**config.mk**
```make
export PLATFORM = sky130hd
export DESIGN_NAME = alu_sequencer
export DESIGN_NICKNAME = d
export VERILOG_FILES = /design/src/rtl/alu_seq_pkg.sv /design/src/rtl/seq_regfile.sv /design/src/rtl/alu_sequencer.sv
export SDC_FILE = /design/constraint.sdc
export NUM_CORES = 1
export LEC_CHECK = 0
export BUFFER_PORTS_ARGS = -buffer_cell sky130_fd_sc_hd__buf_2
export CAP_MARGIN = 0
export CORE_ASPECT_RATIO = 0.6
export CORE_MARGIN = 2
export CORE_UTILIZATION = 45
export CTS_CLUSTER_DIAMETER = 50
export DETAILED_ROUTE_END_ITERATION = 10
export GPL_TIMING_DRIVEN = 1
export PLACE_DENSITY = 0.68
export REMOVE_ABC_BUFFERS = 1
export SETUP_SLACK_MARGIN = 0.2
export SKIP_LAST_GASP = 1
export SYNTH_ARGS = -nofsm -noshare
export SYNTH_HDL_FRONTEND = slang
export SYNTH_SLANG_ARGS = --single-unit
```
**constraint.sdc**
```tcl
create_clock -name clk -period 2.9 [get_ports clk]
set_input_delay 0.58 -clock clk [delete_from_list [all_inputs] [get_ports clk]]
set_output_delay 0.58 -clock clk [all_outputs]
set_load 0.01 [all_outputs]
```
**src/rtl/alu_seq_pkg.sv**
```systemverilog
// Shared definitions for the ALU sequencer: opcodes, FSM state encoding,
// instruction field positions and the one-hot strobe layout.
package alu_seq_pkg;

  localparam int DATA_W   = 16;
  localparam int NUM_REGS = 8;
  localparam int REG_AW   = 3;

  // Instruction field positions
  localparam int OPC_HI = 15;
  localparam int OPC_LO = 12;
  localparam int RD_HI  = 11;
  localparam int RD_LO  = 9;
  localparam int RS1_HI = 8;
  localparam int RS1_LO = 6;
  localparam int RS2_HI = 5;
  localparam int RS2_LO = 3;
  localparam int IMM_HI = 8;
  localparam int IMM_LO = 0;
  localparam int IMM_W  = IMM_HI - IMM_LO + 1;

  // Opcodes; everything above OP_LDI is illegal
  localparam logic [3:0] OP_NOP  = 4'h0;
  localparam logic [3:0] OP_PASS = 4'h1;
  localparam logic [3:0] OP_ADD  = 4'h2;
  localparam logic [3:0] OP_SUB  = 4'h3;
  localparam logic [3:0] OP_SHR  = 4'h4;
  localparam logic [3:0] OP_SHL  = 4'h5;
  localparam logic [3:0] OP_AND  = 4'h6;
  localparam logic [3:0] OP_OR   = 4'h7;
  localparam logic [3:0] OP_XOR  = 4'h8;
  localparam logic [3:0] OP_NOT  = 4'h9;
  localparam logic [3:0] OP_LDI  = 4'hA;

  typedef enum logic [1:0] {
    ST_IDLE = 2'd0,
    ST_OPND = 2'd1,
    ST_EXEC = 2'd2,
    ST_WB   = 2'd3
  } state_e;

  // Bit positions inside the internal strobe vector
  localparam int STB_PASS = 0;
  localparam int STB_ADD  = 1;
  localparam int STB_SUB  = 2;
  localparam int STB_SHR  = 3;
  localparam int STB_SHL  = 4;
  localparam int STB_AND  = 5;
  localparam int STB_OR   = 6;
  localparam int STB_XOR  = 7;
  localparam int STB_NOT  = 8;
  localparam int STB_W    = 9;

  // One-hot strobe for an opcode; NOP and illegal opcodes give all zeros.
  function automatic logic [STB_W-1:0] decode_strobes(input logic [3:0] op);
    logic [STB_W-1:0] s;
    s = '0;
    case (op)
      OP_PASS: s[STB_PASS] = 1'b1;
      OP_LDI:  s[STB_PASS] = 1'b1;
      OP_ADD:  s[STB_ADD]  = 1'b1;
      OP_SUB:  s[STB_SUB]  = 1'b1;
      OP_SHR:  s[STB_SHR]  = 1'b1;
      OP_SHL:  s[STB_SHL]  = 1'b1;
      OP_AND:  s[STB_AND]  = 1'b1;
      OP_OR:   s[STB_OR]   = 1'b1;
      OP_XOR:  s[STB_XOR]  = 1'b1;
      OP_NOT:  s[STB_NOT]  = 1'b1;
      default: s = '0;
    endcase
    return s;
  endfunction

endpackage

```
**src/rtl/seq_regfile.sv**
```systemverilog
// 8x16 architectural register file for the ALU sequencer.
// Ports: clk/rst (sync, active-high, clears all registers); two combinational
// read ports (ra1/rd1, ra2/rd2) that the sequencer registers onto its operand
// buses; one write port (we/wa/wd) committed on the clock edge; one
// combinational debug read port (dbg_addr/dbg_data).
// With R0_ZERO=1, r0 reads as zero on every port and writes to it are dropped.
module seq_regfile
  import alu_seq_pkg::*;
#(
  parameter bit R0_ZERO = 1'b0
) (
  input  logic              clk,
  input  logic              rst,
  input  logic [REG_AW-1:0] ra1,
  output logic [DATA_W-1:0] rd1,
  input  logic [REG_AW-1:0] ra2,
  output logic [DATA_W-1:0] rd2,
  input  logic              we,
  input  logic [REG_AW-1:0] wa,
  input  logic [DATA_W-1:0] wd,
  input  logic [REG_AW-1:0] dbg_addr,
  output logic [DATA_W-1:0] dbg_data
);

  logic [NUM_REGS-1:0][DATA_W-1:0] regs_q, regs_d;

  always_comb begin
    regs_d = regs_q;
    if (we && !(R0_ZERO && (wa == '0))) regs_d[wa] = wd;
  end

  always_ff @(posedge clk) begin
    if (rst) regs_q <= '0;
    else     regs_q <= regs_d;
  end

  assign rd1      = (R0_ZERO && (ra1 == '0))      ? '0 : regs_q[ra1];
  assign rd2      = (R0_ZERO && (ra2 == '0))      ? '0 : regs_q[ra2];
  assign dbg_data = (R0_ZERO && (dbg_addr == '0)) ? '0 : regs_q[dbg_addr];

endmodule

```
**src/rtl/alu_sequencer.sv**
```systemverilog
// Multi-cycle control stage in front of the 16-bit logic unit.
// Accepts one instruction per valid/ready handshake, walks it through
// IDLE -> OPND -> EXEC -> WB, drives operand buses bus1/bus2 from the register
// file, raises exactly one ALU strobe during EXEC, captures bus3 and writes it
// back in WB together with the Z/N/C flags.
// Ports: clk, rst (sync active-high); instr/instr_valid/instr_ready handshake;
// one-hot strobes passthrough..bnegate; bus1/bus2 operands out, bus3 result in;
// done (WB pulse); flag_z/n/c; err (illegal opcode); dbg_addr/dbg_data debug read.
module alu_sequencer
  import alu_seq_pkg::*;
#(
  parameter bit R0_ZERO        = 1'b0,
  parameter bit ILLEGAL_STICKY = 1'b1
) (
  input  logic              clk,
  input  logic              rst,
  input  logic [DATA_W-1:0] instr,
  input  logic              instr_valid,
  output logic              instr_ready,
  output logic              passthrough,
  output logic              add,
  output logic              sub,
  output logic              shr,
  output logic              shl,
  output logic              band,
  output logic              bor,
  output logic              bxor,
  output logic              bnegate,
  output logic [DATA_W-1:0] bus1,
  output logic [DATA_W-1:0] bus2,
  input  logic [DATA_W-1:0] bus3,
  output logic              done,
  output logic              flag_z,
  output logic              flag_n,
  output logic              flag_c,
  output logic              err,
  input  logic [REG_AW-1:0] dbg_addr,
  output logic [DATA_W-1:0] dbg_data
);

  state_e            state_q, state_d;
  logic [DATA_W-1:0] instr_q, instr_d;
  logic [DATA_W-1:0] bus1_q, bus1_d;
  logic [DATA_W-1:0] bus2_q, bus2_d;
  logic [DATA_W-1:0] result_q, result_d;
  logic [STB_W-1:0]  stb_q, stb_d;
  logic              done_q, done_d;
  logic              z_q, z_d, n_q, n_d, c_q, c_d;
  logic              carry_q, carry_d;
  logic              err_q, err_d;

  logic [3:0]        op;
  logic              op_illegal, op_writes;
  logic [DATA_W-1:0] rd1, rd2;
  logic              rf_we;
  logic [DATA_W:0]   sum17;

  assign op         = instr_q[OPC_HI:OPC_LO];
  assign op_illegal = (op > OP_LDI);
  assign op_writes  = (op != OP_NOP) && !op_illegal;

  // Low bits of the word are only meaningful as part of imm9 for LDI.
  logic unused_instr_bits;
  assign unused_instr_bits = ^instr_q[2:0];

  seq_regfile #(.R0_ZERO(R0_ZERO)) u_regfile (
    .clk      (clk),
    .rst      (rst),
    .ra1      (instr_q[RS1_HI:RS1_LO]),
    .rd1      (rd1),
    .ra2      (instr_q[RS2_HI:RS2_LO]),
    .rd2      (rd2),
    .we       (rf_we),
    .wa       (instr_q[RD_HI:RD_LO]),
    .wd       (result_q),
    .dbg_addr (dbg_addr),
    .dbg_data (dbg_data)
  );

  // A sticky error parks the sequencer until reset.
  assign instr_ready = (state_q == ST_IDLE) && !(ILLEGAL_STICKY && err_q);

  always_comb begin
    state_d  = state_q;
    instr_d  = instr_q;
    bus1_d   = bus1_q;
    bus2_d   = bus2_q;
    result_d = result_q;
    stb_d    = '0;
    done_d   = 1'b0;
    z_d      = z_q;
    n_d      = n_q;
    c_d      = c_q;
    carry_d  = carry_q;
    err_d    = err_q;
    rf_we    = 1'b0;
    sum17    = '0;

    case (state_q)
      ST_IDLE: begin
        if (instr_valid && instr_ready) begin
          instr_d = instr;
          state_d = ST_OPND;
        end
      end

      ST_OPND: begin
        if (op == OP_LDI) begin
          bus1_d = {{(DATA_W-IMM_W){instr_q[IMM_HI]}}, instr_q[IMM_HI:IMM_LO]};
          bus2_d = '0;
        end else begin
          bus1_d = rd1;
          bus2_d = rd2;
        end
        // Carry is derived from the same operands the ALU will see, so WB
        // never depends on bus3 for C.
        sum17 = {1'b0, bus1_d} + {1'b0, bus2_d};
        if (op == OP_ADD)      carry_d = sum17[DATA_W];
        else if (op == OP_SUB) carry_d = (bus1_d < bus2_d);
        else                   carry_d = 1'b0;
        stb_d   = decode_strobes(op);
        state_d = ST_EXEC;
      end

      ST_EXEC: begin
        // bus3 is only meaningful while a strobe is driving the ALU.
        if (|stb_q) result_d = bus3;
        if (op_illegal) err_d = 1'b1;
        done_d  = 1'b1;
        state_d = ST_WB;
      end

      ST_WB: begin
        if (op_writes) begin
          rf_we = 1'b1;
          z_d   = (result_q == '0);
          n_d   = result_q[DATA_W-1];
          if ((op == OP_ADD) || (op == OP_SUB)) c_d = carry_q;
        end
        if (!ILLEGAL_STICKY) err_d = 1'b0;
        state_d = ST_IDLE;
      end

      default: state_d = ST_IDLE;
    endcase
  end

  always_ff @(posedge clk) begin
    if (rst) begin
      state_q  <= ST_IDLE;
      instr_q  <= '0;
      bus1_q   <= '0;
      bus2_q   <= '0;
      result_q <= '0;
      stb_q    <= '0;
      done_q   <= 1'b0;
      z_q      <= 1'b0;
      n_q      <= 1'b0;
      c_q      <= 1'b0;
      carry_q  <= 1'b0;
      err_q    <= 1'b0;
    end else begin
      state_q  <= state_d;
      instr_q  <= instr_d;
      bus1_q   <= bus1_d;
      bus2_q   <= bus2_d;
      result_q <= result_d;
      stb_q    <= stb_d;
      done_q   <= done_d;
      z_q      <= z_d;
      n_q      <= n_d;
      c_q      <= c_d;
      carry_q  <= carry_d;
      err_q    <= err_d;
    end
  end

  assign passthrough = stb_q[STB_PASS];
  assign add         = stb_q[STB_ADD];
  assign sub         = stb_q[STB_SUB];
  assign shr         = stb_q[STB_SHR];
  assign shl         = stb_q[STB_SHL];
  assign band        = stb_q[STB_AND];
  assign bor         = stb_q[STB_OR];
  assign bxor        = stb_q[STB_XOR];
  assign bnegate     = stb_q[STB_NOT];
  assign bus1        = bus1_q;
  assign bus2        = bus2_q;
  assign done        = done_q;
  assign flag_z      = z_q;
  assign flag_n      = n_q;
  assign flag_c      = c_q;
  assign err         = err_q;

endmodule

```
Word level (Yosys, flattened, before mapping)
Cells that the tools add are included.
- eq/ne operators: 14
- muxes and demuxes: 29
- order comparisons: 7
- $mul: 0
- reduce and logical (&&, ||, !) cells: 18
- bitwise gates (word level): 1
- shift-type cells: 0
- add/sub/neg operators: 1
- divide/modulo/power cells: 0
- operator list (operator ; count):
    $bmux 16 s3 ; 3
    $bwmux 128 ; 1
    $mux 16 ; 8
    $demux 16 s3 ; 1
    $add 16x16->17 ; 1
    $eq 4x3->1 const B ; 4
    $logic_not 16->1 ; 1
    $lt 16x16->1 ; 1
    $lt 3x4->1 const B ; 4
    $mux 1 ; 14
    $eq 4x4->1 const B ; 3
    $reduce_or 9->1 ; 1
    $eq 4x2->1 const B ; 2
    $pmux 2 s4 ; 1
    $reduce_and 2->1 ; 4
    $eq 2x2->1 const B ; 2
    $eq 4x1->1 const B ; 1
    $gt 4x4->1 const B ; 1
    $logic_and 1x1->1 ; 4
    $reduce_bool 4->1 ; 1
    $reduce_or 2->1 ; 2
    $ge 3x1->1 const B ; 1
    $reduce_and 3->1 ; 1
    $eq 2x1->1 const B ; 1
    other kinds (6) ; 7
- input bits: 38
- word-level logic and storage cells: 90
- bits in latches: 0
- RAM bits: 0
- memory bits (read-only): 0
- memories kept: 0
- register bits after elaboration: 209
- output and inout bits: 63

Longest topological paths before layout
Gate-level depths: netlist (run 1).
- depth after elaboration: 7
- mapped depth: 14
- depth with buffers taken out: 11

Hierarchy
Synthesis (run 1) repeated with hierarchy kept, for this count alone.
- cell total of the unflattened synthesis: 1232
- area total of the unflattened synthesis: 11860.1 um^2
- modules (own cells, without submodules) (module ; seq. area each (um^2) ; cells each ; times used ; area an instance (um^2)):
    seq_regfile ; 2562.5 ; 763 ; 1 ; 7880.1
    alu_sequencer ; 1621.6 ; 469 ; 1 ; 3980.1

Least setup slack after synthesis (run 1)
Ideal clock, no wire load.
- kind: reg2reg
- from: reg instr_q[6]
- to: reg carry_q
- stages on the path, launching flop included: 14
- buffers on the path: 3
- slack: -0.222 ns
- setup time: 0.122 ns
- clock period less this slack: 3.122 ns
- data required time: 2.778 ns
- arrival time: 3.000 ns
- cells stage by stage: dfxtp_1 buf_2 buf_2 buf_2 mux4_2 o21ai_0 o21ai_0 ha_1 inv_1 a21oi_1 a21oi_1 or4_1 a211o_1 a311o_1
- longest elaborated chain between the ends: 7
- elaborated cells between the ends (all ways): 8
- classes of those cells: add/sub (1); order compare (1); mux (6)
- RTL lines (what ; RTL line ; source):
    start: declaration ; alu_sequencer.sv:42 ; logic [DATA_W-1:0] instr_q, instr_d;
    start signal: assignment ; alu_sequencer.sv:164 ; instr_q <= instr_d;
    $bmux 16 s3 ; seq_regfile.sv:37 ; assign rd1 = (R0_ZERO && (ra1 == '0)) ? '0 : regs_q[ra1];
    $mux 16 (implied by the code) ; seq_regfile.sv:37 ;
    $mux 16 * ; alu_sequencer.sv:108 ; if (op == OP_LDI) begin
    $mux 16 * ; alu_sequencer.sv:99 ; case (state_q)
    $lt 16x16->1 ; alu_sequencer.sv:119 ; else if (op == OP_SUB) carry_d = (bus1_d < bus2_d);
    $mux 1 ; alu_sequencer.sv:119 ;
    $mux 1 * ; alu_sequencer.sv:118 ; if (op == OP_ADD) carry_d = sum17[DATA_W];
    end signal: assignment ; alu_sequencer.sv:173 ; carry_q <= carry_d;
    end: declaration ; alu_sequencer.sv:49 ; logic carry_q, carry_d;
Mark *: on every way between the ends. The rest lies on a longest branch, timed or not. The select of a mux whose other input is x is not followed.
A chain may end at the register's enable or synchronous reset.

Final worst setup path (run 1)
- from: reg instr_q[7]
- to: reg carry_q
Same word-level chain as after synthesis.

==> results.toml, run 1 <==
[critical_path]
cpPeakStageDelay_ns = 0.51
crit_top_cell = "o21ai_4"
r2r_cells = 12
cp-start-kind = "flip-flop"
path_delay_family = "compound AO/OA/AOI/OAI gates"
cp.depth = 12
path_buf_inv = 3
crit_slowest_cell = "mux4_2"
critPathCaptureType = "flip-flop"
crit_arrival_ns = 3.34
worstPathRequired_ns = 3.30
path_class = "flip-flop to flip-flop"
path_max_fanout = 5
worstPathCellList = "buf_12, buf_16, buf_6, mux4_2, o21ai_4, o21ai_4, ha_2, a21oi_2, o31ai_1, a21o_1, or3_1, a311o_1"

[hold_path]
min_path_type = "primary input to flip-flop"
worstHoldPathCells = 3

[clock_network]
clock_latency_ns = 0.52
path_clk_slew_ns = 0.07
cts-root-buf = "clkbuf_16"
tritoncts = "built"
cts.sinks = 209
htreeDepth = 1
cts_buffers = 22
clk_path_buf_depth = 3

[cells_and_area]
diodes = 0
utilization_pct = 58.4
area_delta_synth_final_pct = 25.9
drive_gt1_share_pct = 34.5
nets = 1407

[sta]
relSlewSlack_pct = 39.5
min_period_ns = 2.94
tightest_slew_ns = 0.907
rsz0062_at_grt = "true"
drv_slew = 0
finalWorstSetupSlack_ns = -0.0359
hold_viol_final = 0
setup_viol = 1
fin_crit_sh_pct = 101
skew_ns = 0.0191
fmax_ghz = 0.341

[floorplanning]
die_x_um = 209
dieArea_sq_um = 26500
row_count = 44
io_pins = 101
chipHeight_um = 127
core_area_sq_um = 24400
start_util_pct = 46.4

[placement]
port_buffers = 100
gp_congestion = 0.883
place_ws_ns = -0.206
dp_hpwl_um = 23400

[pwr]
p_switching_mw = 2.15
ir_drop_mv = 0.389
internal_power_mw = 5.41
powerDensity_nw_per_um2 = 529
clockPowerShare_pct = 39.9
leakagePower_nw = 5.29
p_comb_share_pct = 19.9
seqPwrFrac_pct = 40.3
switching_share_pct = 28.4

[logic_synthesis]
yosysUniqueCellTypes = 54
synth-seq-cells = 209
async_reset_ff_share_pct = 0
netlist_area_sq_um = 11300
synth_ff_type = "dfxtp_1"
yosys_warnings = 0
syn_inst = 1192
syn_area_per_cell_sq_um = 9.51
yosysTopAreaCell = "dfxtp_1"
ys_seq_area_share_pct = 36.9
synth_top_area_share_pct = 36.9
synth_edf_count = 0
synth.most_common_cell = "nand2_1"
synth_area_leaders = "dfxtp_1, mux4_2, mux2i_1, nand2_1, a21oi_1"
ys_top_cells_by_count = "nand2_1, dfxtp_1, a21oi_1"

[drt]
ant_nets = 0
wl_per_cell_um = 22.1
wl_um = 37000
drc_errors = 0
drt_iter0_drc = 1166
vias = 10000
vias_per_cell = 6.00
dr.pass1.iters = 6

[global_routing]
antenna_found_initial = 0
grt_pass1_vias = 9472
grt_pass1_wl_um = 54800
grt-ovfl-total = 0
grt_max_degree = 86
grt_use_total_pct = 26.7

[run]
maxCapViolCount = 0

[outcome]
status = "finished, violations left"
violations = "setup timing"
[area by class of cell]
cell class	count	area [sq um]
Timing Repair Buffer	225	1770
Sequential cell	209	4200
Multi-Input combinational cell	853	7050
Tap cell	322	403
Fill cell	2042	10200
Clock inverter	10	148
Clock buffer	28	614
Inverter	24	90.1
[stage by stage]
step / cell area, sq um / TNS (ns) / hold WS, ns / power (mW) / cells
after floorplan: 10800 / -29.05 / 0.431 / 3.81 / 1086
after global placement: 12600 / -0.117 / 0.450 / 4.36 / 1602
after detailed placement: 12600 / -0.206 / 0.453 / 4.38 / 1602
after CTS: 13600 / -0.0446 / 0.277 / 7.43 / 1651
after global routing: 14300 / -0.177 / 0.292 / 7.79 / 1671
final: 14300 / -0.0359 / 0.288 / 7.56 / 1671
[metal layers]
metal	vias to the layer above	wire length (um)	GRT usage, %
met5	-	0	0.181
met4	0	939	8.19
met3	80	4270	5.60
met2	610	16000	39.4
met1	4876	15700	39.2
li1	4467	-	-
[power by group through the flow]
stage	logic (mW)	clock network [mW]	registers, mW
2_1_floorplan	0.599	0	3.21
4_1_cts	1.37	3.03	3.03
5_1_grt	1.59	3.15	3.05
3_5_place_dp	1.29	0	3.09
6_report	1.50	3.01	3.04
3_3_place_gp	1.28	0	3.08
[kinds of logic after synthesis]
group / Yosys count / synth area share (%)
flip-flops: 209 / 36.9
AO/OA/AOI/OAI: 178 / 8.51
buffers and inverters: 130 / 5.21
adder cells (fa/ha/maj): 34 / 3.75
multiplexers: 218 / 29.8
AND/OR/NAND/NOR: 423 / 15.8
[what timing repair did]
action,in CTS,in global routing
endpoints found under the setup margin,1,1
gates cloned,2,3
pin swaps,10,35
gates resized for setup,35,106
buffers inserted,9,17
hold buffers,0,0
[cells in the final DEF (no fill, tap or decap), types with 12 or more instances in the layout]
cell type	count
ha_1	18
mux2i_1	96
clkbuf_16	26
o21ai_2	12
buf_12	14
buf_4	94
a21oi_1	120
nand2_1	249
inv_1	20
mux4_2	94
dfxtp_1	204
nor2_2	14
mux2_2	16
buf_2	99
nor2_1	102
[path summary, 6_finish.rpt]
check	startpoint	endpoint	slack [ns]
max	instr_q[7]$_SDFFE_PP0P_	carry_q$_SDFFE_PP0N_	-0.04
min	bus3[3]	result_q[3]$_SDFFE_PP0P_	0.29
max reg2reg	instr_q[7]$_SDFFE_PP0P_	carry_q$_SDFFE_PP0N_	-0.04
min reg2reg	instr_q[2]$_SDFFE_PP0P_	instr_q[2]$_SDFFE_PP0P_	0.46
[worst min-delay path, stage by stage]
cell     delay (ns)
buf_2          0.07
mux2i_1        0.05
nor2_1         0.07
[sequential cells by signal, summed over array words and instances, names as in the netlist, 2 cells and up]
register          count
instr_q              16
result_q             16
state_q               2
bus2                 16
stb_q                 9
u_regfile.regs_q    128
bus1                 16
Note: power is estimated with default switching activity, not from simulation.
==> run 2: changes to the inputs <==
Settings changed: SETUP_SLACK_MARGIN 0.2 to 0.15, SYNTH_HIERARCHICAL set to 1.
==> results.toml, run 2 <==
[cells_and_area]
diodes = 0
drive_gt1_share_pct = 27.8
nets = 1436
area_delta_synth_final_pct = 19.3
top_register = "u_regfile/regs_q"
multi_input_area_sq_um = 7030
stdcell_area_sq_um = 14100
fillCellCount = 2271
mostFrequentLayoutCell = "nand2_1"
regArea_sq_um = 4190
largest_reg_flops = 128
final_cell_mix = "nand2_1, dfxtp_1, a21oi_1"

[pwr]
leakagePower_nw = 5.78
powerDensity_nw_per_um2 = 530
ir_drop_mv = 0.342

[critical_path]
path_delay_family = "multiplexers"
critPathCaptureType = "flip-flop"
r2r_setup_slack_ns = -0.1
worstPathRequired_ns = 3.30
cp-start-kind = "flip-flop"
timing.rr.start = "instr_q[7]$_SDFFE_PP0P_"
path_buf_inv = 1
crit_slowest_cell = "mux4_2"
crit_top_cell = "o311ai_1"
path_class = "flip-flop to flip-flop"
path_max_fanout = 5
critPathLaunch = "instr_q[7]$_SDFFE_PP0P_"
timing.rr.end = "carry_q$_SDFFE_PP0N_"
cp.depth = 10
worstPathCellList = "buf_12, mux4_2, mux2_2, mux2_4, ha_4, nand4b_1, nor4b_4, a21oi_2, o311ai_1, o311ai_1"
r2r_cells = 10
cpPeakStageDelay_ns = 0.49
endpoint = "carry_q$_SDFFE_PP0N_"
crit_arrival_ns = 3.39

[global_routing]
grt_pass1_wl_um = 56400
antenna_found_initial = 0
grt_use_total_pct = 27.2
grt_pass1_vias = 9691
grt-ovfl-total = 0
grt_max_degree = 61

[sta]
drv_slew = 0
finalSetupTns_ns = -0.0972
relSlewSlack_pct = 34.9
rsz0062_at_grt = "true"
holdWs_ns = 0.283
finalWorstSetupSlack_ns = -0.0972
skew_ns = 0.0122
setup_viol = 1
hold_viol_final = 0
tightest_slew_ns = 0.977
fmax_ghz = 0.334
fin_crit_sh_pct = 103
min_period_ns = 3.00

[logic_synthesis]
syn_inst = 1232
synth_edf_count = 0
syn_area_per_cell_sq_um = 9.63
synth_area_leaders = "dfxtp_1, mux4_1, nand2_1, a21oi_1, mux4_2"
synthAdderAreaFrac_pct = 3.59
synth.most_common_cell = "nand2_1"
netlist_area_sq_um = 11900
ys_top_cells_by_count = "nand2_1, dfxtp_1, a21oi_1"
ys_seq_area_share_pct = 35.3
synth-xor-area-share_pct = 0
synth_compound_gate_area_share_pct = 9.29
yosysUniqueCellTypes = 52
async_reset_ff_share_pct = 0
synth_top_family_by_area = "multiplexers"
yosysTopAreaCell = "dfxtp_1"
yosys_warnings = 6
synth_top_area_share_pct = 35.3
synth.area.mux_share_pct = 27.6
synth-seq-cells = 209
synth_ff_type = "dfxtp_1"
synth-simple-area-share_pct = 17.3

[clock_network]
cts-root-buf = "clkbuf_16"
tritoncts = "built"
clk_path_buf_depth = 3
cts.sinks = 209
htreeDepth = 1
clock_latency_ns = 0.53
cts_buffers = 22
path_clk_slew_ns = 0.06

[placement]
gp_congestion = 0.946
placed_cell_area_sq_um = 13100
dp_hpwl_um = 24900
port_buffers = 100

[hold_path]
min_path_type = "primary input to flip-flop"
hp-start = "bus3[10]"

[drt]
vias_per_cell = 5.93
dr.pass1.iters = 8
drt_iter0_drc = 1121
ant_nets = 0
vias = 10300
drc_errors = 0
wl_um = 37900
wl_per_cell_um = 21.9

[outcome]
violations = "setup timing"
status = "finished, violations left"

[floorplanning]
row_count = 45
dieArea_sq_um = 27700
core_area_sq_um = 25600
die_x_um = 214
io_pins = 101
chipHeight_um = 130
start_util_pct = 46.4

[run]
maxCapViolCount = 0
## run 2: layout make-up
cell class | count | area share, %
Multi-Input combinational cell | 879 | 49.7
Sequential cell | 209 | 29.6
Timing Repair Buffer | 227 | 11.6
Clock buffer | 32 | 4.59
Tap cell | 352 | 3.11
Clock inverter | 8 | 0.690
Inverter | 25 | 0.663
## run 2: power breakdown
group,leakage (nW),internal (mW),switching [mW]
logic,3.72,0.639,0.788
clock network,0.371,1.74,1.23
registers,1.69,2.99,0.119
## run 2: timing repair
action	in CTS	in global routing
pin swaps	6	5
endpoints found under the setup margin	1	1
cloned	1	0
hold buffers	0	0
gates resized for setup	28	10
setup buffers	6	3
## run 2: through the flow
step | power (mW) | utilization (%) | std cells | setup slack [ns]
after detailed placement | 4.51 | 51.3 | 1682 | -0.302
after global routing | 7.77 | 55.3 | 1732 | -0.191
after CTS | 7.50 | 55.1 | 1729 | -0.0811
after global placement | 4.48 | 51.3 | 1682 | -0.199
after floorplan | 3.89 | - | 1113 | -0.810
final | 7.50 | 55.3 | 1732 | -0.0972
## run 2: worst min path at each step
| stage | slack, ns | depth (start not counted) | end |
|---|---|---|---|
| 3_3_place_gp | 0.45 | 2 | flag_c$_SDFFE_PP0P_ |
| 4_1_cts | 0.28 | 3 | instr_q[12]$_SDFFE_PP0P_ |
| 3_5_place_dp | 0.45 | 2 | instr_q[0]$_SDFFE_PP0P_ |
| 6_report | 0.28 | 3 | result_q[10]$_SDFFE_PP0P_ |
| 2_1_floorplan | 0.43 | 2 | instr_q[1]$_SDFFE_PP0P_ |
| 5_1_grt | 0.28 | 3 | result_q[10]$_SDFFE_PP0P_ |
## run 2: kinds of logic (layout without fill, tap and decap cells)
logic type / Yosys count / in the layout
adder cells (fa/ha/maj): 34 / 34
AND/OR/NAND/NOR: 464 / 464
AO/OA/AOI/OAI: 204 / 204
buffers and inverters: 144 / 292
flip-flops: 209 / 209
multiplexers: 177 / 177
## run 2: metal layers
layer  vias up  wire (um)  GRT usage (%)
met3        70       4410           8.11
met5         -          0              0
li1       4644          -              -
met4         0       1010           8.54
met2       548      16200           40.0
met1      5011      16300           38.6
## run 2: worst reg2reg max path: cells and delay by family, from the launching register on
family	cells	cell delay [ns]
multiplexers	3	1.04
AND/OR/NAND/NOR	2	0.55
AO/OA/AOI/OAI	3	0.55
flip-flops	1	0.38
adder cells (fa/ha/maj)	1	0.22
buffers and inverters	1	0.13
